## src/rtl/fifo_sched_pkg.sv

```systemverilog
// rtl/fifo_sched_pkg.sv - shared state encoding and default sizes for the FIFO access scheduler
package fifo_sched_pkg;
    typedef enum logic {
        S_FLUSH = 1'b0,
        S_RUN   = 1'b1
    } sched_state_t;

    localparam int DEF_DATA_W = 32;
    localparam int DEF_DEPTH  = 8;
endpackage

```

## src/rtl/fifo_access_scheduler_if.sv

```systemverilog
// rtl/fifo_access_scheduler_if.sv - control/data bus between the scheduler and FIFO_BUFFER_MEMORY
interface fifo_access_scheduler_if import fifo_sched_pkg::*; #(
    parameter int DATA_W = DEF_DATA_W
);
    logic              fifo_enable;
    logic              fifo_reset;
    logic              fifo_write;
    logic              fifo_read;
    logic [DATA_W-1:0] fifo_data_in;
    logic [DATA_W-1:0] fifo_data_out;
    logic              fifo_empty;

    modport master (
        output fifo_enable, fifo_reset, fifo_write, fifo_read, fifo_data_in,
        input  fifo_data_out, fifo_empty
    );

    modport slave (
        input  fifo_enable, fifo_reset, fifo_write, fifo_read, fifo_data_in,
        output fifo_data_out, fifo_empty
    );
endinterface

```

## src/rtl/fifo_access_scheduler_rr_arbiter.sv

```systemverilog
// rtl/fifo_access_scheduler_rr_arbiter.sv - combinational round-robin pick of the first requester at or after i_ptr
module rr_arbiter #(
    parameter  int NUM_PROD = 4,
    localparam int PW       = $clog2(NUM_PROD)
) (
    input  logic [NUM_PROD-1:0] i_req,
    input  logic [PW-1:0]       i_ptr,
    output logic [NUM_PROD-1:0] o_gnt,
    output logic [PW-1:0]       o_idx,
    output logic                o_any
);
    int w_idx;

    // Scan from farthest to nearest so the nearest requester to i_ptr is the last assignment.
    always_comb begin
        w_idx = 0;
        o_gnt = '0;
        o_idx = '0;
        o_any = |i_req;
        for (int i = NUM_PROD - 1; i >= 0; i--) begin
            w_idx = (int'(i_ptr) + i) % NUM_PROD;
            if (i_req[w_idx[PW-1:0]]) begin
                o_idx = PW'(w_idx);
            end
        end
        if (o_any) begin
            o_gnt[o_idx] = 1'b1;
        end
    end
endmodule

```

## src/rtl/fifo_access_scheduler.sv

```systemverilog
// rtl/fifo_access_scheduler.sv - arbitrates producers and one consumer onto a single FIFO, tracking occupancy
module fifo_access_scheduler import fifo_sched_pkg::*; #(
    parameter  int DATA_W       = DEF_DATA_W,
    parameter  int DEPTH        = DEF_DEPTH,
    parameter  int NUM_PROD     = 4,
    parameter  int FLUSH_CYCLES = 2,
    parameter  int MAX_RD_BURST = 4,
    parameter  int READ_LAT     = 1,
    localparam int LW           = $clog2(DEPTH) + 1,
    localparam int PW           = $clog2(NUM_PROD),
    localparam int BW           = $clog2(MAX_RD_BURST + 1),
    localparam int FW           = $clog2(FLUSH_CYCLES) + 1
) (
    input  logic                       clock,
    input  logic                       reset_n,
    input  logic                       flush,
    input  logic [NUM_PROD-1:0]        prod_req,
    input  logic [NUM_PROD*DATA_W-1:0] prod_data,
    output logic [NUM_PROD-1:0]        prod_gnt,
    input  logic                       cons_pop,
    output logic                       cons_pop_ack,
    output logic                       cons_valid,
    output logic [DATA_W-1:0]          cons_data,
    output logic [LW-1:0]              level,
    output logic                       full,
    output logic                       sync_err,
    fifo_access_scheduler_if.master    fifo
);
    sched_state_t          r_state, w_state_nx;
    logic [LW-1:0]         r_level;
    logic [PW-1:0]         r_rr_ptr;
    logic [BW-1:0]         r_rd_burst;
    logic [FW-1:0]         r_flush_cnt;
    logic [READ_LAT-1:0]   r_vpipe;
    logic                  r_sync_err;
    logic                  r_quiet;

    logic [NUM_PROD-1:0]   w_gnt;
    logic [PW-1:0]         w_idx;
    logic                  w_any;
    logic                  w_rd_ok, w_wr_ok, w_do_rd, w_do_wr, w_flush_done;

    rr_arbiter #(.NUM_PROD(NUM_PROD)) u_arb (
        .i_req (prod_req),
        .i_ptr (r_rr_ptr),
        .o_gnt (w_gnt),
        .o_idx (w_idx),
        .o_any (w_any)
    );

    // One FIFO access per cycle; a full burst of reads yields a slot to a waiting writer.
    always_comb begin
        w_state_nx   = r_state;
        w_do_rd      = 1'b0;
        w_do_wr      = 1'b0;
        w_rd_ok      = cons_pop && (r_level != '0);
        w_wr_ok      = w_any && (r_level != LW'(DEPTH));
        w_flush_done = (r_flush_cnt == FW'(FLUSH_CYCLES - 1));
        case (r_state)
            S_FLUSH: if (w_flush_done) w_state_nx = S_RUN;
            S_RUN: begin
                if (flush) begin
                    w_state_nx = S_FLUSH;
                end else if (w_rd_ok && !(w_wr_ok && r_rd_burst == BW'(MAX_RD_BURST))) begin
                    w_do_rd = 1'b1;
                end else if (w_wr_ok) begin
                    w_do_wr = 1'b1;
                end
            end
            default: w_state_nx = S_FLUSH;
        endcase
    end

    always_ff @(posedge clock or negedge reset_n) begin
        if (!reset_n) begin
            r_state     <= S_FLUSH;
            r_level     <= '0;
            r_rr_ptr    <= '0;
            r_rd_burst  <= '0;
            r_flush_cnt <= '0;
            r_vpipe     <= '0;
            r_sync_err  <= 1'b0;
            r_quiet     <= 1'b0;
        end else begin
            r_state <= w_state_nx;
            if (r_state == S_FLUSH) begin
                r_flush_cnt <= w_flush_done ? '0 : r_flush_cnt + 1'b1;
            end else if (flush) begin
                r_flush_cnt <= '0;
                r_level     <= '0;
                r_rd_burst  <= '0;
                r_vpipe     <= '0;
                r_sync_err  <= 1'b0;
                r_quiet     <= 1'b0;
            end else begin
                r_vpipe[0] <= w_do_rd;
                for (int i = 1; i < READ_LAT; i++) begin
                    r_vpipe[i] <= r_vpipe[i-1];
                end
                if (w_do_rd) begin
                    r_level    <= r_level - 1'b1;
                    r_rd_burst <= (r_rd_burst == BW'(MAX_RD_BURST)) ? r_rd_burst : r_rd_burst + 1'b1;
                end else if (w_do_wr) begin
                    r_level    <= r_level + 1'b1;
                    r_rd_burst <= '0;
                    r_rr_ptr   <= (w_idx == PW'(NUM_PROD - 1)) ? '0 : w_idx + 1'b1;
                end else if (!w_any) begin
                    r_rd_burst <= '0;
                end
                r_quiet <= !(w_do_rd || w_do_wr);
                // Only compare once the FIFO has had a full idle cycle to settle its flag.
                if (r_quiet && !w_do_rd && !w_do_wr && ((r_level == '0) != fifo.fifo_empty)) begin
                    r_sync_err <= 1'b1;
                end
            end
        end
    end

    assign fifo.fifo_enable  = 1'b1;
    assign fifo.fifo_reset   = (r_state == S_FLUSH);
    assign fifo.fifo_read    = w_do_rd;
    assign fifo.fifo_write   = w_do_wr;
    assign fifo.fifo_data_in = w_do_wr ? prod_data[int'(w_idx)*DATA_W +: DATA_W] : '0;

    assign prod_gnt     = w_do_wr ? w_gnt : '0;
    assign cons_pop_ack = w_do_rd;
    assign cons_valid   = r_vpipe[READ_LAT-1] && (r_state == S_RUN) && !flush;
    assign cons_data    = fifo.fifo_data_out;
    assign level        = r_level;
    assign full         = (r_level == LW'(DEPTH));
    assign sync_err     = r_sync_err;
endmodule
```

## src/flat_wrapper.sv

```systemverilog
// flat-port wrapper written by rule: the top's interface ports become plain ports
module fifo_access_scheduler_flat import fifo_sched_pkg::*;
#(
    parameter  int DATA_W       = DEF_DATA_W,
    parameter  int DEPTH        = DEF_DEPTH,
    parameter  int NUM_PROD     = 4,
    parameter  int FLUSH_CYCLES = 2,
    parameter  int MAX_RD_BURST = 4,
    parameter  int READ_LAT     = 1,
    localparam int LW           = $clog2(DEPTH) + 1,
    localparam int PW           = $clog2(NUM_PROD),
    localparam int BW           = $clog2(MAX_RD_BURST + 1),
    localparam int FW           = $clog2(FLUSH_CYCLES) + 1
)
  (clock, reset_n, flush, prod_req, prod_data, prod_gnt, cons_pop, cons_pop_ack, cons_valid, cons_data, level, full, sync_err, fifo_fifo_enable, fifo_fifo_reset, fifo_fifo_write, fifo_fifo_read, fifo_fifo_data_in, fifo_fifo_data_out, fifo_fifo_empty);
  fifo_access_scheduler_if #(.DATA_W(DATA_W)) fifo_i ();
  input  logic clock;
  input  logic reset_n;
  input  logic flush;
  input  logic [NUM_PROD-1:0] prod_req;
  input  logic [NUM_PROD*DATA_W-1:0] prod_data;
  output logic [NUM_PROD-1:0] prod_gnt;
  input  logic cons_pop;
  output logic cons_pop_ack;
  output logic cons_valid;
  output logic [DATA_W-1:0] cons_data;
  output logic [LW-1:0] level;
  output logic full;
  output logic sync_err;
  output wire logic [$bits(fifo_i.fifo_enable)-1:0] fifo_fifo_enable;
  output wire logic [$bits(fifo_i.fifo_reset)-1:0] fifo_fifo_reset;
  output wire logic [$bits(fifo_i.fifo_write)-1:0] fifo_fifo_write;
  output wire logic [$bits(fifo_i.fifo_read)-1:0] fifo_fifo_read;
  output wire logic [$bits(fifo_i.fifo_data_in)-1:0] fifo_fifo_data_in;
  input wire logic [$bits(fifo_i.fifo_data_out)-1:0] fifo_fifo_data_out;
  input wire logic [$bits(fifo_i.fifo_empty)-1:0] fifo_fifo_empty;
  assign fifo_fifo_enable = fifo_i.fifo_enable;
  assign fifo_fifo_reset = fifo_i.fifo_reset;
  assign fifo_fifo_write = fifo_i.fifo_write;
  assign fifo_fifo_read = fifo_i.fifo_read;
  assign fifo_fifo_data_in = fifo_i.fifo_data_in;
  assign fifo_i.fifo_data_out = fifo_fifo_data_out;
  assign fifo_i.fifo_empty = fifo_fifo_empty;
  fifo_access_scheduler #(.DATA_W(DATA_W), .DEPTH(DEPTH), .NUM_PROD(NUM_PROD), .FLUSH_CYCLES(FLUSH_CYCLES), .MAX_RD_BURST(MAX_RD_BURST), .READ_LAT(READ_LAT)) u_core (.clock(clock), .reset_n(reset_n), .flush(flush), .prod_req(prod_req), .prod_data(prod_data), .prod_gnt(prod_gnt), .cons_pop(cons_pop), .cons_pop_ack(cons_pop_ack), .cons_valid(cons_valid), .cons_data(cons_data), .level(level), .full(full), .sync_err(sync_err), .fifo(fifo_i));
endmodule
```

## config.mk

```make
export PLATFORM = sky130hd
export DESIGN_NAME = fifo_access_scheduler_flat
export DESIGN_NICKNAME = d
export VERILOG_FILES = /design/src/rtl/fifo_sched_pkg.sv /design/src/rtl/fifo_access_scheduler_if.sv /design/src/rtl/fifo_access_scheduler_rr_arbiter.sv /design/src/rtl/fifo_access_scheduler.sv /design/src/flat_wrapper.sv
export SDC_FILE = /design/constraint.sdc
export NUM_CORES = 1
export LEC_CHECK = 0
export CORE_AREA = 2 2 98 100
export CTS_BUF_LIST = sky130_fd_sc_hd__clkbuf_4
export CTS_CLUSTER_SIZE = 8
export DETAILED_ROUTE_END_ITERATION = 16
export DIE_AREA = 0 0 100 102
export PLACE_DENSITY = 0.81
export SYNTH_ARGS = -nofsm -noshare
export SYNTH_HDL_FRONTEND = slang
export SYNTH_SLANG_ARGS = --single-unit
```

## constraint.sdc

```tcl
create_clock -name clock -period 3.9 [get_ports clock]
set_input_delay 1.17 -clock clock [delete_from_list [all_inputs] [get_ports clock]]
set_output_delay 1.17 -clock clock [all_outputs]
set_load 0.05 [all_outputs]
```

==> impl_metrics.yaml, run 1 <==
worst_setup_path:
  cp_num_buf_inv: 4
  worst-r2r-setup-slack_ps: 1150
  path_class: "in2out"
  crit_family: "compound AO/OA/AOI/OAI gates"
  timing.rr.start: "u_core.level[1]$_DFFE_PN0P_"
  crit_start: "cons_pop"
  cpMostUsedCell: "buf_12"
  path_cells: "buf_6, o41a_1, a2111oi_4, buf_4, nand2_8, buf_12, o22ai_4, buf_12"
  startpoint_type: "primary input"
  slowest_stage: "a2111oi_4"
  required_ps: 2730
  crit_fanout: 6
  cp_data_arrival_time_ps: 2710
  endpoint_kind: "output port"
  max_stage_delay_ps: 410
global_route:
  grt_pass1_vias: 2869
  antenna_found_initial: 0
  gr-total-overflow: 0
  track_usage_pct: 19.8
  grt_max_degree: 27
  grt_pass1_wl_um: 15500
timing:
  final.min_clock_period_ps: 3880
  setup_ws_ps: 23.0
  setup_violations: 0
  tightest_slew_ps: 715
  report.final.slew_viol_count: 0
  rsz0062_at_grt: "true"
  skew_ps: 13.3
  final-hold-violation-count: 0
  maxSlewHeadroom_pct: 52.2
  timing.final.crit_share_pct: 99.4
  hold_ws_ps: 480
  fmax_mhz: 258
yosys:
  seq_area_frac_synth_pct: 15.9
  yosysTopAreaCellShare_pct: 27.6
  synth_top_cells_by_count: "65 x mux2i_1, 36 x buf_4, 30 x o22ai_2, 15 x dfrtp_1"
  synth.most_common_cell: "mux2i_1"
  syn_area_per_cell_um2: 9.66
  synth_seq_cells: 15
  synth_area_leaders: "mux2i_1 28%, dfrtp_1 16%, o22ai_2 16%"
  synth-async-reset-ratio_pct: 100
  synth_enable_flop_cells: 0
  ys_types: 40
  synth-main-ff-cell: "dfrtp_1"
  yosys.area.top_type: "mux2i_1"
  syn-num-nets: 422
  netlist_area_mm2: 0.00236
  netlist_instances: 244
  ys_warn_count: 0
pwr:
  peakVddDrop_mv: 0.271
  p_leak_uw: 0.00209
  power_uw: 3080
  powerDensity_mw_per_mm2: 558
layout:
  design_area_mm2: 0.00552
  fin_util_pct: 60.6
  final_nets: 598
  area_delta_synth_final_pct: 134
  antenna_cells: 0
  layout-drive-gt1-share_pct: 41.3
worst_hold_path:
  hold_class: "reg2reg"
  hold_path.startpoint: "u_core.r_vpipe$_DFFE_PN0P_"
clock_tree:
  clock_sinks: 15
  cts-htree-levels: 1
  tritoncts: "done"
  clock_path_buffers: 2
  root_buffer: "clkbuf_4"
  worstSkewPairLatency_ps: 290
  clk_pin_slew_ps: 100
  cts_made_buffers: 3
  cts_hold_buf: 0
floorplan:
  die-height_um: 102
  initial_utilization_pct: 25.9
  core_mm2: 0.00911
  die-area_mm2: 0.0102
  ioPinCount: 249
  die_w_um: 100
  num_rows: 35
route:
  ant_nets: 0
  wire_per_inst_um: 20.9
  vias_per_cell: 5.02
  drc: 0
  routed_wl_um: 11100
  drtPass1Iterations: 4
  route.vias.total: 2660
  drt_iter0_markers: 49
run:
  drv_cap: 0
placed_design:
  hpwlAfterDp_um: 7840
  dp_slack_ps: -369
  place_area_mm2: 0.00467
  port_buffers: 183
  routabilityCongestion: 0.775
status:
  run_status: "finished clean"
what timing repair did:
action | 4_1_cts | 5_1_grt
setup buffers | 5 | 0
endpoints found under the setup margin | 39 | 22
gates cloned | 5 | 2
gates resized for setup | 90 | 42
pin swaps | 6 | 6
path summary, 6_finish.rpt:
check	cells after the start	endpoint
worst min register to register	1	u_core.r_vpipe$_DFFE_PN0P_
max in group asynchronous	1	u_core.r_rr_ptr[0]$_DFFE_PN0P_
worst max register to register	9	u_core.level[3]$_DFFE_PN0P_
min in group asynchronous	1	u_core.level[2]$_DFFE_PN0P_
worst max-delay path	8	fifo_fifo_data_in[20]
worst min-delay path	1	u_core.r_vpipe$_DFFE_PN0P_
layer usage:
layer / track usage (%) / routed length, um
met1: 23.0 / 4160
met5: 0 / 0
met2: 36.6 / 5990
met3: 4.10 / 695
met4: 6.01 / 232
registers in the layout, indices dropped and copies added (netlist names):
signal,flops
u_core.level,4
u_core.r_rd_burst,3
u_core.r_flush_cnt,2
u_core.r_rr_ptr,2
u_core.r_quiet,1
u_core.r_state,1
u_core.r_vpipe,1
u_core.sync_err,1
power breakdown:
| group | internal, uW | switching [uW] |
|---|---|---|
| Sequential | 208 | 78.7 |
| Clock | 39.1 | 54.0 |
| Combinational | 1390 | 1310 |
logic make-up (layout without fill, tap and decap cells):
family	count (synthesis)	in the layout	synth area share, %
xor gates and xnor gates	3	3	1.12
other	1	1	0.159
buffers and inverters	59	234	16.4
AOI/OAI and AO/OA	64	64	26.7
DFF	15	15	15.9
muxes	66	66	28.1
and+or+nand+nor	27	27	6.48
adders and majority gates	9	9	5.10
layout by cell type, fill, tap and decap left out, types with 2 or more instances in the layout:
| cell | instances |
|---|---|
| a21o_1 | 4 |
| a21oi_1 | 8 |
| a32o_1 | 2 |
| and2_1 | 5 |
| buf_12 | 46 |
| buf_16 | 6 |
| buf_2 | 4 |
| buf_4 | 19 |
| buf_6 | 5 |
| clkbuf_16 | 2 |
| clkbuf_4 | 3 |
| clkdlybuf4s50_1 | 137 |
| dfrtp_1 | 15 |
| ha_1 | 8 |
| inv_1 | 6 |
| inv_2 | 4 |
| mux2i_1 | 24 |
| mux2i_2 | 18 |
| mux2i_4 | 23 |
| nand2_1 | 7 |
| nor2_1 | 6 |
| o21ai_0 | 3 |
| o21ai_1 | 3 |
| o22ai_2 | 10 |
| o22ai_4 | 22 |
| o31ai_1 | 2 |
| xor2_1 | 3 |
cell type report:
cell class / instances / area (um2)
multi-input combinational: 170 / 2200
tap: 111 / 139
inverter: 10 / 37.5
clock buffer: 3 / 22.5
sequential: 15 / 375
clock inverter: 1 / 7.51
timing repair buffer: 220 / 2740
fill: 723 / 3590
stage by stage:
step	std cells	TNS (ps)
after floorplan	244	-152
after global placement	515	-9170
after detailed placement	515	-10030
after CTS	528	0
after global routing	530	-696
final	530	0
Power figures use the tool's default switching activity.
==> run 2, diff against run 1 <==
--- a/config.mk
+++ b/config.mk
@@ -10,6 +10,7 @@
 export CTS_CLUSTER_SIZE = 8
 export DETAILED_ROUTE_END_ITERATION = 16
 export DIE_AREA = 0 0 100 102
+export GPL_ROUTABILITY_DRIVEN = 1
 export PLACE_DENSITY = 0.81
 export SYNTH_ARGS = -nofsm -noshare
 export SYNTH_HDL_FRONTEND = slang
==> results of run 2 <==
The final DEF is identical to that of run 1; final timing and power are the same.
==> run 3, diff against run 2 <==
==> constraint.sdc (replaced) <==
create_clock -name clock -period 4.3 [get_ports clock]
set_input_delay 1.29 -clock clock [delete_from_list [all_inputs] [get_ports clock]]
set_output_delay 1.29 -clock clock [all_outputs]
set_load 0.05 [all_outputs]
==> impl_metrics.yaml, run 3 (synthesized netlist as in run 1, its figures left out) <==
clock_tree:
  tritoncts: "done"
  worstSkewPairLatency_ps: 290
  cts_hold_buf: 0
  clk_pin_slew_ps: 90
  clock_sinks: 15
  root_buffer: "clkbuf_4"
  cts-htree-levels: 1
  clock_path_buffers: 2
  cts_made_buffers: 3
worst_setup_path:
  crit_start: "prod_req[2]"
  path_class: "in2out"
  worst-r2r-setup-slack_ps: 1480
  reg2reg_depth: 10
  worstReg2RegEnd: "u_core.level[3]$_DFFE_PN0P_"
  timing.rr.start: "u_core.level[0]$_DFFE_PN0P_"
  startpoint_type: "primary input"
  crit_fanout: 13
  worstSetupEndpoint: "fifo_fifo_data_in[19]"
  endpoint_kind: "output port"
  required_ps: 3010
  cp_data_arrival_time_ps: 3030
route:
  wire_per_inst_um: 20.8
  drtPass1Iterations: 4
  routed_wl_um: 11000
  drt_iter0_markers: 48
  vias_per_cell: 5.06
  drc: 0
  route.vias.total: 2690
  ant_nets: 0
placed_design:
  dp.cells: 517
  routabilityCongestion: 0.769
  dp_slack_ps: -250
  hpwlAfterDp_um: 7880
  port_buffers: 183
worst_hold_path:
  hold_class: "reg2reg"
  hold_path.startpoint: "u_core.r_vpipe$_DFFE_PN0P_"
  whs_path_depth: 1
timing:
  timing.final.crit_share_pct: 100
  skew_ps: 4.22
  final.min_clock_period_ps: 4320
  final-hold-violation-count: 0
  setup_ws_ps: -19.3
  hold_ws_ps: 483
  tightest_slew_ps: 705
  fin_tns_setup_ps: -19.3
  maxSlewHeadroom_pct: 52.8
  rsz0062_at_grt: "true"
  fmax_mhz: 232
  report.final.slew_viol_count: 0
  setup_violations: 1
floorplan:
  core_mm2: 0.00911
  die_w_um: 100
  ioPinCount: 249
  initial_utilization_pct: 25.9
  die-height_um: 102
  die-area_mm2: 0.0102
  num_rows: 35
global_route:
  gr-total-overflow: 0
  grt_pass1_vias: 3044
  antenna_found_initial: 0
  grt_max_degree: 16
  track_usage_pct: 20.6
  grt_pass1_wl_um: 16300
pwr:
  peakVddDrop_mv: 0.282
  powerDensity_mw_per_mm2: 504
  power_frac_seq_pct: 9.5
  p_leak_uw: 0.00209
  power.share.switching_pct: 47.5
  cell_internal_pwr_uw: 1440
  switching_power_uw: 1300
  combPwrFrac_pct: 87.5
  clkPwrFrac_pct: 3.0
run:
  drv_cap: 0
layout:
  final_nets: 600
  mostFrequentLayoutCells: "137 x clkdlybuf4s50_1, 47 x buf_12, 30 x mux2i_1"
  final_cells: 532
  antenna_cells: 0
  layout-drive-gt1-share_pct: 39.4
  area_delta_synth_final_pct: 131
  seq_area_um2: 375
  largest_reg_flops: 4
  fin_util_pct: 59.7
  multi_input_area_mm2: 0.00214
  final_common_cell: "clkdlybuf4s50_1"
  num-fill-cells: 720
status:
  violations: "setup timing"
  run_status: "complete, but fails checks"
-- run 3: routing by layer --
| layer | GRT usage, % | vias up | part of all wire, % |
|---|---|---|---|
| met5 | 0 | - | 0 |
| met4 | 7.38 | 0 | 3.3 |
| li1 | - | 1236 | - |
| met1 | 23.6 | 1288 | 37 |
| met3 | 3.90 | 29 | 5.7 |
| met2 | 38.3 | 137 | 54 |
-- run 3: timing repair --
action | in CTS | in global routing
hold endpoints to repair | 0 | 0
setup endpoints to repair | 35 | 32
pin swaps | 4 | 5
setup buffers | 5 | 0
gates resized for setup | 75 | 38
cloned | 6 | 0
-- run 3: power by group through the flow --
stage               registers, uW  clock network [uW]  logic (uW)
global route                  272                88.9        2510
detailed placement            255                   0        1900
CTS                           260                82.8        2270
global placement              251                   0        1870
finish                        260                81.8        2400
floorplan                     284                   0        1110
-- run 3: area by class of cell --
type | instances | share of cell area, %
timing repair buffer | 222 | 50.1
inverter | 10 | 0.690
multi-input combinational | 170 | 39.3
sequential | 15 | 6.90
tap | 111 | 2.55
clock buffer | 3 | 0.414
clock inverter | 1 | 0.0920
-- run 3: worst min-delay path by stage --
stage / endpoint
final: u_core.r_vpipe$_DFFE_PN0P_
after global routing: u_core.r_vpipe$_DFFE_PN0P_
after CTS: u_core.r_state$_DFF_PN0_
after detailed placement: u_core.r_vpipe$_DFFE_PN0P_
after global placement: u_core.r_state$_DFF_PN0_
after floorplan: u_core.r_state$_DFF_PN0_
-- run 3: critical path, cell delays in order --
cell	delay, ps
dlygate4sd2_1	260
inv_2	100
o221ai_4	130
a21oi_4	230
buf_12	180
buf_12	190
mux2i_1	320
o22ai_2	140
buf_12	160
-- run 3: per-stage QoR --
| stage | power, uW | cell area (um2) |
|---|---|---|
| floorplan | 1400 | 2380 |
| global route | 2870 | 5440 |
| global placement | 2120 | 4680 |
| finish | 2740 | 5440 |
| detailed placement | 2150 | 4680 |
| CTS | 2610 | 5270 |
